===== config.mk =====
export PLATFORM = sky130hd
export DESIGN_NAME = picosoc_native_wb_bridge_flat
export DESIGN_NICKNAME = d
export VERILOG_FILES = /design/src/rtl/picosoc_native_wb_bridge_if.sv /design/src/rtl/picosoc_native_wb_bridge.sv /design/src/flat_wrapper.sv
export SDC_FILE = /design/constraint.sdc
export NUM_CORES = 1
export LEC_CHECK = 0
export BUFFER_PORTS_ARGS = -buffer_cell sky130_fd_sc_hd__buf_2
export CAP_MARGIN = 20
export CORE_UTILIZATION = 25
export DETAILED_ROUTE_END_ITERATION = 10
export PLACE_DENSITY = 0.51
export RECOVER_POWER = 50
export SYNTH_ARGS = -nofsm -noshare
export SYNTH_HDL_FRONTEND = slang
export SYNTH_SLANG_ARGS = --single-unit

===== constraint.sdc =====
create_clock -name wb_clk_i -period 1.9 [get_ports wb_clk_i]
set_clock_uncertainty 0.1 [all_clocks]
set_input_delay 0.095 -clock wb_clk_i [delete_from_list [all_inputs] [get_ports wb_clk_i]]
set_output_delay 0.095 -clock wb_clk_i [all_outputs]
set_load 0.05 [all_outputs]

===== src/rtl/picosoc_native_wb_bridge_if.sv =====
// Bundles the picorv32 native memory handshake and the Wishbone classic master bus
// seen by the native-to-Wishbone bridge.
//   master: the bridge's own view (answers the CPU, drives Wishbone).
//   slave:  the surrounding system's view (CPU side plus the Wishbone slave).
interface picosoc_native_wb_bridge_if;
    // CPU native memory interface
    logic        mem_valid;
    logic        mem_instr;
    logic [31:0] mem_addr;
    logic [31:0] mem_wdata;
    logic [3:0]  mem_wstrb;
    logic        mem_ready;
    logic [31:0] mem_rdata;

    // Wishbone classic master bus
    logic [31:0] wbm_adr_o;
    logic [31:0] wbm_dat_o;
    logic [31:0] wbm_dat_i;
    logic [3:0]  wbm_sel_o;
    logic        wbm_we_o;
    logic        wbm_cyc_o;
    logic        wbm_stb_o;
    logic        wbm_ack_i;
    logic        wbm_err_i;

    modport master (
        input  mem_valid, mem_instr, mem_addr, mem_wdata, mem_wstrb,
        output mem_ready, mem_rdata,
        output wbm_adr_o, wbm_dat_o, wbm_sel_o, wbm_we_o, wbm_cyc_o, wbm_stb_o,
        input  wbm_dat_i, wbm_ack_i, wbm_err_i
    );

    modport slave (
        output mem_valid, mem_instr, mem_addr, mem_wdata, mem_wstrb,
        input  mem_ready, mem_rdata,
        input  wbm_adr_o, wbm_dat_o, wbm_sel_o, wbm_we_o, wbm_cyc_o, wbm_stb_o,
        output wbm_dat_i, wbm_ack_i, wbm_err_i
    );
endinterface


===== src/rtl/picosoc_native_wb_bridge.sv =====
// picorv32 native memory handshake to single Wishbone classic cycles.
// Every output is registered. A 16-bit cycle counter bounds how long a cycle may
// stay open; an error or timeout completes the CPU access with ERR_RDATA and is
// recorded in sticky status registers.
module picosoc_native_wb_bridge #(
    parameter int unsigned TIMEOUT_CYCLES = 255,
    parameter logic [31:0] ERR_RDATA      = 32'hDEAD_BEEF
) (
    input  logic                              wb_clk_i,
    input  logic                              wb_rst_i,
    picosoc_native_wb_bridge_if.master        bus,
    input  logic                              err_clr_i,
    output logic                              bus_err_o,
    output logic [31:0]                       err_addr_o,
    output logic                              err_instr_o
);

    // Counter value at which an open cycle is forcibly terminated.
    localparam logic [15:0] TimeoutLast = 16'(TIMEOUT_CYCLES - 1);

    typedef enum logic [1:0] {
        StIdle,
        StBus,
        StDone
    } state_e;

    state_e      state_q, state_d;
    logic [15:0] cnt_q, cnt_d;
    logic        ready_q, ready_d;
    logic [31:0] rdata_q, rdata_d;
    logic [31:0] adr_q, adr_d;
    logic [31:0] dat_q, dat_d;
    logic [3:0]  sel_q, sel_d;
    logic        we_q, we_d;
    logic        cyc_q, cyc_d;      // drives both cyc and stb
    logic        instr_q, instr_d;
    logic        bus_err_q, bus_err_d;
    logic [31:0] err_addr_q, err_addr_d;
    logic        err_instr_q, err_instr_d;
    logic        fail;

    // Next-state and output computation for the IDLE/BUS/DONE sequence.
    always_comb begin
        state_d     = state_q;
        cnt_d       = cnt_q;
        ready_d     = 1'b0;
        rdata_d     = rdata_q;
        adr_d       = adr_q;
        dat_d       = dat_q;
        sel_d       = sel_q;
        we_d        = we_q;
        cyc_d       = cyc_q;
        instr_d     = instr_q;
        bus_err_d   = bus_err_q;
        err_addr_d  = err_addr_q;
        err_instr_d = err_instr_q;
        fail        = 1'b0;

        case (state_q)
            StIdle: begin
                if (bus.mem_valid && !ready_q) begin
                    adr_d   = bus.mem_addr;
                    dat_d   = bus.mem_wdata;
                    we_d    = |bus.mem_wstrb;
                    sel_d   = (|bus.mem_wstrb) ? bus.mem_wstrb : 4'hF;
                    instr_d = bus.mem_instr;
                    cyc_d   = 1'b1;
                    cnt_d   = '0;
                    state_d = StBus;
                end
            end
            StBus: begin
                // err beats ack, and both beat the timeout on the same edge.
                if (bus.wbm_err_i) begin
                    fail = 1'b1;
                end else if (bus.wbm_ack_i) begin
                    cyc_d   = 1'b0;
                    ready_d = 1'b1;
                    if (!we_q) begin
                        rdata_d = bus.wbm_dat_i;
                    end
                    state_d = StDone;
                end else if (cnt_q == TimeoutLast) begin
                    fail = 1'b1;
                end else begin
                    cnt_d = cnt_q + 16'd1;
                end
            end
            StDone: begin
                // Stale ack/err from a registered-ack slave lands here and is dropped.
                state_d = StIdle;
            end
            default: begin
                state_d = StIdle;
            end
        endcase

        if (err_clr_i) begin
            bus_err_d = 1'b0;
        end

        // A fresh failure overrides a simultaneous clear.
        if (fail) begin
            cyc_d       = 1'b0;
            ready_d     = 1'b1;
            bus_err_d   = 1'b1;
            err_addr_d  = adr_q;
            err_instr_d = instr_q;
            if (!we_q) begin
                rdata_d = ERR_RDATA;
            end
            state_d = StDone;
        end
    end

    // State and registered outputs, synchronously reset.
    always_ff @(posedge wb_clk_i) begin
        if (wb_rst_i) begin
            state_q     <= StIdle;
            cnt_q       <= '0;
            ready_q     <= 1'b0;
            rdata_q     <= '0;
            adr_q       <= '0;
            dat_q       <= '0;
            sel_q       <= '0;
            we_q        <= 1'b0;
            cyc_q       <= 1'b0;
            instr_q     <= 1'b0;
            bus_err_q   <= 1'b0;
            err_addr_q  <= '0;
            err_instr_q <= 1'b0;
        end else begin
            state_q     <= state_d;
            cnt_q       <= cnt_d;
            ready_q     <= ready_d;
            rdata_q     <= rdata_d;
            adr_q       <= adr_d;
            dat_q       <= dat_d;
            sel_q       <= sel_d;
            we_q        <= we_d;
            cyc_q       <= cyc_d;
            instr_q     <= instr_d;
            bus_err_q   <= bus_err_d;
            err_addr_q  <= err_addr_d;
            err_instr_q <= err_instr_d;
        end
    end

    assign bus.mem_ready = ready_q;
    assign bus.mem_rdata = rdata_q;
    assign bus.wbm_adr_o = adr_q;
    assign bus.wbm_dat_o = dat_q;
    assign bus.wbm_sel_o = sel_q;
    assign bus.wbm_we_o  = we_q;
    assign bus.wbm_cyc_o = cyc_q;
    assign bus.wbm_stb_o = cyc_q;
    assign bus_err_o     = bus_err_q;
    assign err_addr_o    = err_addr_q;
    assign err_instr_o   = err_instr_q;

endmodule


===== src/flat_wrapper.sv =====
// flat-port wrapper written by rule: the top's interface ports become plain ports
module picosoc_native_wb_bridge_flat 
#(
    parameter int unsigned TIMEOUT_CYCLES = 255,
    parameter logic [31:0] ERR_RDATA      = 32'hDEAD_BEEF
)
  (wb_clk_i, wb_rst_i, err_clr_i, bus_err_o, err_addr_o, err_instr_o, bus_mem_valid, bus_mem_instr, bus_mem_addr, bus_mem_wdata, bus_mem_wstrb, bus_mem_ready, bus_mem_rdata, bus_wbm_adr_o, bus_wbm_dat_o, bus_wbm_sel_o, bus_wbm_we_o, bus_wbm_cyc_o, bus_wbm_stb_o, bus_wbm_dat_i, bus_wbm_ack_i, bus_wbm_err_i);
  picosoc_native_wb_bridge_if bus_i ();
  input  logic wb_clk_i;
  input  logic wb_rst_i;
  input  logic err_clr_i;
  output logic bus_err_o;
  output logic [31:0] err_addr_o;
  output logic err_instr_o;
  input wire logic [$bits(bus_i.mem_valid)-1:0] bus_mem_valid;
  input wire logic [$bits(bus_i.mem_instr)-1:0] bus_mem_instr;
  input wire logic [$bits(bus_i.mem_addr)-1:0] bus_mem_addr;
  input wire logic [$bits(bus_i.mem_wdata)-1:0] bus_mem_wdata;
  input wire logic [$bits(bus_i.mem_wstrb)-1:0] bus_mem_wstrb;
  output wire logic [$bits(bus_i.mem_ready)-1:0] bus_mem_ready;
  output wire logic [$bits(bus_i.mem_rdata)-1:0] bus_mem_rdata;
  output wire logic [$bits(bus_i.wbm_adr_o)-1:0] bus_wbm_adr_o;
  output wire logic [$bits(bus_i.wbm_dat_o)-1:0] bus_wbm_dat_o;
  output wire logic [$bits(bus_i.wbm_sel_o)-1:0] bus_wbm_sel_o;
  output wire logic [$bits(bus_i.wbm_we_o)-1:0] bus_wbm_we_o;
  output wire logic [$bits(bus_i.wbm_cyc_o)-1:0] bus_wbm_cyc_o;
  output wire logic [$bits(bus_i.wbm_stb_o)-1:0] bus_wbm_stb_o;
  input wire logic [$bits(bus_i.wbm_dat_i)-1:0] bus_wbm_dat_i;
  input wire logic [$bits(bus_i.wbm_ack_i)-1:0] bus_wbm_ack_i;
  input wire logic [$bits(bus_i.wbm_err_i)-1:0] bus_wbm_err_i;
  assign bus_i.mem_valid = bus_mem_valid;
  assign bus_i.mem_instr = bus_mem_instr;
  assign bus_i.mem_addr = bus_mem_addr;
  assign bus_i.mem_wdata = bus_mem_wdata;
  assign bus_i.mem_wstrb = bus_mem_wstrb;
  assign bus_mem_ready = bus_i.mem_ready;
  assign bus_mem_rdata = bus_i.mem_rdata;
  assign bus_wbm_adr_o = bus_i.wbm_adr_o;
  assign bus_wbm_dat_o = bus_i.wbm_dat_o;
  assign bus_wbm_sel_o = bus_i.wbm_sel_o;
  assign bus_wbm_we_o = bus_i.wbm_we_o;
  assign bus_wbm_cyc_o = bus_i.wbm_cyc_o;
  assign bus_wbm_stb_o = bus_i.wbm_stb_o;
  assign bus_i.wbm_dat_i = bus_wbm_dat_i;
  assign bus_i.wbm_ack_i = bus_wbm_ack_i;
  assign bus_i.wbm_err_i = bus_wbm_err_i;
  picosoc_native_wb_bridge #(.TIMEOUT_CYCLES(TIMEOUT_CYCLES), .ERR_RDATA(ERR_RDATA)) u_core (.wb_clk_i(wb_clk_i), .wb_rst_i(wb_rst_i), .bus(bus_i), .err_clr_i(err_clr_i), .bus_err_o(bus_err_o), .err_addr_o(err_addr_o), .err_instr_o(err_instr_o));
endmodule

After elaboration in Yosys (flattened, before gate mapping). Index checks and enable logic that the tools add are counted.

Add/subtract/negate cells: 1. Equality and inequality tests: 10. Muxes and demuxes: 31. Reductions and logical operators: 12.

Operators by type and width (number): 32-bit two-way mux (6); 16-bit two-way mux (4); 16-bit one-hot mux with 2 select lines (1); 16-bit by 1-bit adder with 16-bit output, second input constant (1); 16-bit by 8-bit equality test with 1-bit output, second input constant (1); 1-bit two-way mux (13); 2-bit two-way mux (4); 2-bit != test, second input constant (4); 3-bit by 2-bit != test with 1-bit output, second input constant (2); 3-bit AND reduction (2); 5-bit AND reduction (1); 4-bit two-way mux (1); 2-bit one-hot mux with 2 select lines (1); 4-bit AND reduction (1); 2-bit nonzero test (2); 4-bit OR reduction (1); 3-bit by 1-bit != test with 1-bit output, second input constant (1); 2-bit by 1-bit equality test with 1-bit output, second input constant (1); 2-bit logical NOT (1); 2-bit by 1-bit != test with 1-bit output, second input constant (1); 1-bit one-hot mux with 2 select lines (1); 2-bit AND reduction (1); 2-bit OR reduction (1); 1-bit logical AND (1); 1-bit logical NOT (1).

Register bits after elaboration: 156. Input port bits: 107. Output and inout bits: 138. Word-level logic and storage cells: 68.

Logic depth before layout (Yosys ltp).
Word-level depth: 7. Mapped depth: 8. Gate-level depth less buffers: 6.

Least setup slack after synthesis. OpenSTA, ideal clock, no wires.

Path kind: register to register. From: register u_core.ready_q, in the netlist u_core.bus.mem_ready. To: register u_core.cnt_q[10]. Setup time: 0.070 ns. Arrival time: 1.863 ns. Required time: 1.730 ns. Slack: -0.133 ns. Stages on the path, launching flop included: 5. Buffers on the path: 0. Clock period less this slack: 2.033 ns. Cells stage by stage: dfxtp_1 nor4b_2 o2111ai_1 or4_1 a21boi_1.

Cells in the longest elaborated chain, start to end: 4.

Ends and longest elaborated chain: start, declared (line picosoc_native_wb_bridge.sv:29) `logic ready_q, ready_d;`; start signal, assigned (line picosoc_native_wb_bridge.sv:135) `ready_q <= ready_d;`; 1-bit logical NOT (line picosoc_native_wb_bridge.sv:61) `if (bus.mem_valid && !ready_q) begin`; 1-bit logical AND (line picosoc_native_wb_bridge.sv:61); 2-bit by 1-bit != test with 1-bit output (no source line); 5-bit AND reduction (no source line); end signal, assigned (line picosoc_native_wb_bridge.sv:134) `cnt_q <= cnt_d;`; end, declared (line picosoc_native_wb_bridge.sv:28) `logic [15:0] cnt_q, cnt_d;`.

No other way between the ends. A chain may end at the register's enable or synchronous reset.

Final worst setup path.
From: register u_core.cnt_q[11]. To: register u_core.err_addr_q[22], in the netlist u_core.err_addr_o[22].

Cells in the longest elaborated chain, start to end: 5.

Ends and longest elaborated chain: 16-bit by 8-bit equality test with 1-bit output (line picosoc_native_wb_bridge.sv:83) `end else if (cnt_q == TimeoutLast) begin`; 1-bit two-way mux (line picosoc_native_wb_bridge.sv:83); 1-bit two-way mux (line picosoc_native_wb_bridge.sv:76) `end else if (bus.wbm_ack_i) begin`; 1-bit two-way mux (line picosoc_native_wb_bridge.sv:74) `if (bus.wbm_err_i) begin`; 1-bit two-way mux (line picosoc_native_wb_bridge.sv:59) `case (state_q)`; end signal, assigned (line picosoc_native_wb_bridge.sv:144) `err_addr_q <= err_addr_d;`; end, declared (line picosoc_native_wb_bridge.sv:38) `logic [31:0] err_addr_q, err_addr_d;`.

No other way between the ends.

==> impl_summary.log <==
[metrics] part of the total power dissipated in combinational logic: 19.0%
[metrics] Worst VDD drop: 0.416 mV
[metrics] Final Routed Wirelength: 19.3 mm
[metrics] run status: finished with violations
[metrics] Seq pwr share: 41.1%
[metrics] share of the yosys chip area belonging to registers: 50.5%
[metrics] layout-stage area growth over the synthesis result: 56.5%
[metrics] number of global-route vias before repair: 6203
[metrics] Final Cell Area: 9680 µm²
[metrics] Iter 0 DRT Violations: 271
[metrics] net load switching power: 0.00269 W
[metrics] total of flip-flops plus latches after synthesis: 156
[metrics] share of layout cells above drive strength 1: between 20 and 25%
[metrics] most frequent standard cell in the layout excluding fill and tap cells: sky130_fd_sc_hd__nand2_1
[metrics] clock tree from TritonCTS: yes
[metrics] part of the cycle the worst path needs: 102%
[metrics] iteration count of the initial detailed-routing pass: 5
[metrics] kind of cell adding the most delay to the critical path: simple AND/OR/NAND/NOR gates
[metrics] standard cell core area: ~24000 µm²
[metrics] number of nets at the end of the flow: 1190
[metrics] maximum number of pins on one net before global-route repair: 60
[metrics] total CTS buffers: 17
[metrics] critical setup path kind: reg2reg
[metrics] placed cell count: 1268
[metrics] endpoint type of the worst setup path: flip-flop
[metrics] Netlist cell types: 38
[metrics] crit-path cells: or4_4 -> nor4_4 -> buf_4 -> a31oi_4 -> buf_12 -> mux2i_1
[metrics] warnings from Yosys: 0
[metrics] Detail Placement HPWL: 12.4 mm
[metrics] register area: 3130 µm²
[metrics] initial core utilization: about a quarter
[metrics] Arr. time, crit path: ~2200 ps
[metrics] post-synthesis instance area: 6190 µm²
[metrics] biggest area contributors in the synthesized netlist: sky130_fd_sc_hd__dfxtp_1, sky130_fd_sc_hd__nand2_1, sky130_fd_sc_hd__mux2i_1
[metrics] Clk Tree Root Cell: sky130_fd_sc_hd__clkbuf_16
[metrics] chip height: ~160 µm
[metrics] maximum fanout encountered on the critical timing path: 20
[metrics] Post-synth ARST share: 0%
[metrics] later-pin clock latency in the skew report: ~420 ps
[metrics] total grt overflow: 0
[metrics] clock period minus final worst setup slack: 1950 ps
[metrics] most used cells in the layout excluding fill and tap cells: sky130_fd_sc_hd__nand2_1, sky130_fd_sc_hd__dfxtp_1, sky130_fd_sc_hd__buf_2
[metrics] element type at the critical path start: flip-flop
[metrics] # fillers: 2478
[metrics] number of buffers inserted by port buffering: 244
[metrics] number of synthesized flops with an enable pin: 0
[metrics] master of the slowest instance on the critical path: sky130_fd_sc_hd__or4_4
[metrics] global-route wire length before repair: between 30 and 40 mm
[metrics] cell internal pwr: 0.00595 W
[metrics] Hold Crit Class: in2reg
[metrics] instance count of the mapped netlist: 719
[metrics] global placer's final weighted congestion: 0.754
[metrics] clock transition time at the flip-flop clock pins of the worst setup and hold paths: 70 ps
[metrics] Die Wd: 159 µm
[metrics] failing checks: negative setup slack
[metrics] area of placed instances: roughly 8000 µm²
[metrics] area share of the leading cell type in the synthesized netlist: 50.5%
[metrics] pins over their slew limit: 0
[metrics] CP max stage delay: 540 ps
[metrics] clock buffer depth: 2
[metrics] ANT nets after route: 0
[metrics] combined buffer and inverter count along the critical path: 2
[metrics] net switching fraction of the power: 31.1%
[metrics] number of H-tree branching levels: 4
[metrics] WP data required: 2100 ps
[metrics] number of ports placed on the die boundary: 245
[metrics] total routing resource utilization after global routing: 15.0%
[metrics] number of sinks handled by clock tree synthesis: 156
[metrics] Synth Net Count: 828
[metrics] Finish-stage setup viols: 40
[metrics] Slew @ Worst Pin: 989 ps
[metrics] row count: 57
[metrics] share of total power in the clock network: 39.9%
[metrics] combined area of the multi-input logic cells: between 2000 and 3000 µm²
[metrics] setup repair after global routing missed its margin: true
[metrics] total via count in the routed design: 6227
[metrics] worst slew slack as a fraction of its limit: between 30 and 40%
[metrics] average vias per placed instance: 4.39
[metrics] commonest register cell after synthesis: sky130_fd_sc_hd__dfxtp_1
[metrics] top cell type by total area after synthesis: sky130_fd_sc_hd__dfxtp_1
[metrics] Routed wire per std cell: 13.6 µm
[metrics] number of hold violations in the final report: 0
[metrics] Highest Clock Rate: 0.514 GHz
[metrics] synthesized area per cell: 8.60 µm²
[metrics] Max Cap Violations: 0
[metrics] Non-Filler Instances: ~1400
[metrics] utilization after layout: 39.8%
[metrics] least setup slack across all paths after layout: -46.3 ps
[metrics] Pwr Density: between 800 and 900 nW/µm²
[metrics] Die Outline Area: about 25000 µm²
[metrics] remaining routing DRC violations: 0
[metrics] number of antenna violations at the first check in global routing: 1
[metrics] leakage power total: about 4.0 nW
==> flip-flops by register name, indices dropped and copies added, names as in the netlist <==
signal                count
u_core.bus.wbm_dat_o     32
u_core.bus.mem_rdata     32
u_core.bus.wbm_we_o       1
u_core.cnt_q             16
u_core.err_addr_o        32
u_core.bus.wbm_cyc_o      1
u_core.err_instr_o        1
u_core.bus.mem_ready      1
u_core.bus.wbm_sel_o      4
u_core.state_q            2
u_core.instr_q            1
u_core.bus_err_o          1
u_core.bus.wbm_adr_o     32
==> worst reg2reg max path, stage by stage, from the launching register on <==
cell                      delay [ps]
sky130_fd_sc_hd__dfxtp_2         320
sky130_fd_sc_hd__or4_4           540
sky130_fd_sc_hd__nor4_4          170
sky130_fd_sc_hd__buf_4           190
sky130_fd_sc_hd__a31oi_4         150
sky130_fd_sc_hd__buf_12          220
sky130_fd_sc_hd__mux2i_1         140
==> stage by stage <==
step / TNS, ps / setup slack [ps] / power (W) / hold slack (ps)
2_1_floorplan: -649 / -13.8 / 0.00464 / 131
3_3_place_gp: -286 / -9.37 / 0.00511 / 235
3_5_place_dp: -735 / -44.0 / 0.00512 / 241
4_1_cts: -484 / -38.9 / 0.00878 / 25.0
5_1_grt: -3810 / -120 / 0.00903 / 30.0
6_report: -763 / -46.3 / 0.00864 / 38.7
==> area by class of cell <==
type | count | share of cell area [%]
well taps | 324 | 4.19
diodes | 1 | 0.0258
flip-flops and latches | 156 | 32.3
multi-input cells | 504 | 30.4
repair buffers | 399 | 26.8
clock buffers | 18 | 4.43
clock inverters | 14 | 1.67
inverters | 3 | 0.116
==> cell usage after synthesis (all sizes together) (6+ instances only) <==
library cell	instances
nor3	15
buf	7
dfxtp	156
nor2	13
a31oi	25
nand2	193
clkbuf	49
a211oi	6
nand2b	69
a21oi	72
or3	14
mux2i	49
==> final timing paths <==
check	start	endpoint	slack, ps	cells after the start
min reg2reg	u_core.bus.wbm_dat_o[4]	u_core.bus.wbm_dat_o[4]	350	2
max	u_core.cnt_q[11]	u_core.err_addr_o[22]	-50	6
min	wb_rst_i	u_core.bus.wbm_adr_o[12]	40	2
max reg2reg	u_core.cnt_q[11]	u_core.err_addr_o[22]	-50	6
==> cells by family (layout without fill, tap and decap cells) <==
| logic type | after synthesis | count (layout) | share of synthesized area (%) |
|---|---|---|---|
| simple gates | 329 | 329 | 25.4 |
| flops | 156 | 156 | 50.5 |
| compound gates | 122 | 122 | 11.4 |
| buf+inv | 59 | 434 | 3.96 |
| mux | 51 | 51 | 8.29 |
| fa+ha+maj | 2 | 2 | 0.404 |
| other cells | 0 | 1 | 0 |
==> per-layer routing <==
layer	vias up	GRT usage [%]	wire (µm)
li1	3149	-	-
met1	2867	17.6	8530
met2	180	25.5	9220
met3	31	4.38	1040
met4	0	6.25	511
met5	-	0	0
==> power by group through the flow <==
stage / registers, W / logic [W] / clock network, W
global placement: 0.00362 / 0.00149 / 0
detailed placement: 0.00362 / 0.00150 / 0
CTS: 0.00355 / 0.00167 / 0.00357
floorplan: 0.00418 / 0.000465 / 0
finish: 0.00355 / 0.00164 / 0.00345
global route: 0.00357 / 0.00175 / 0.00371
==> what timing repair did <==
item	CTS	global route
pin swaps	1	3
resized for setup	6	35
gates cloned	0	2
hold endpoints to repair	104	0
buffers inserted	0	13
endpoints found under the setup margin	83	83
hold buffers	103	0
Note: power is estimated with default switching activity, not from simulation.
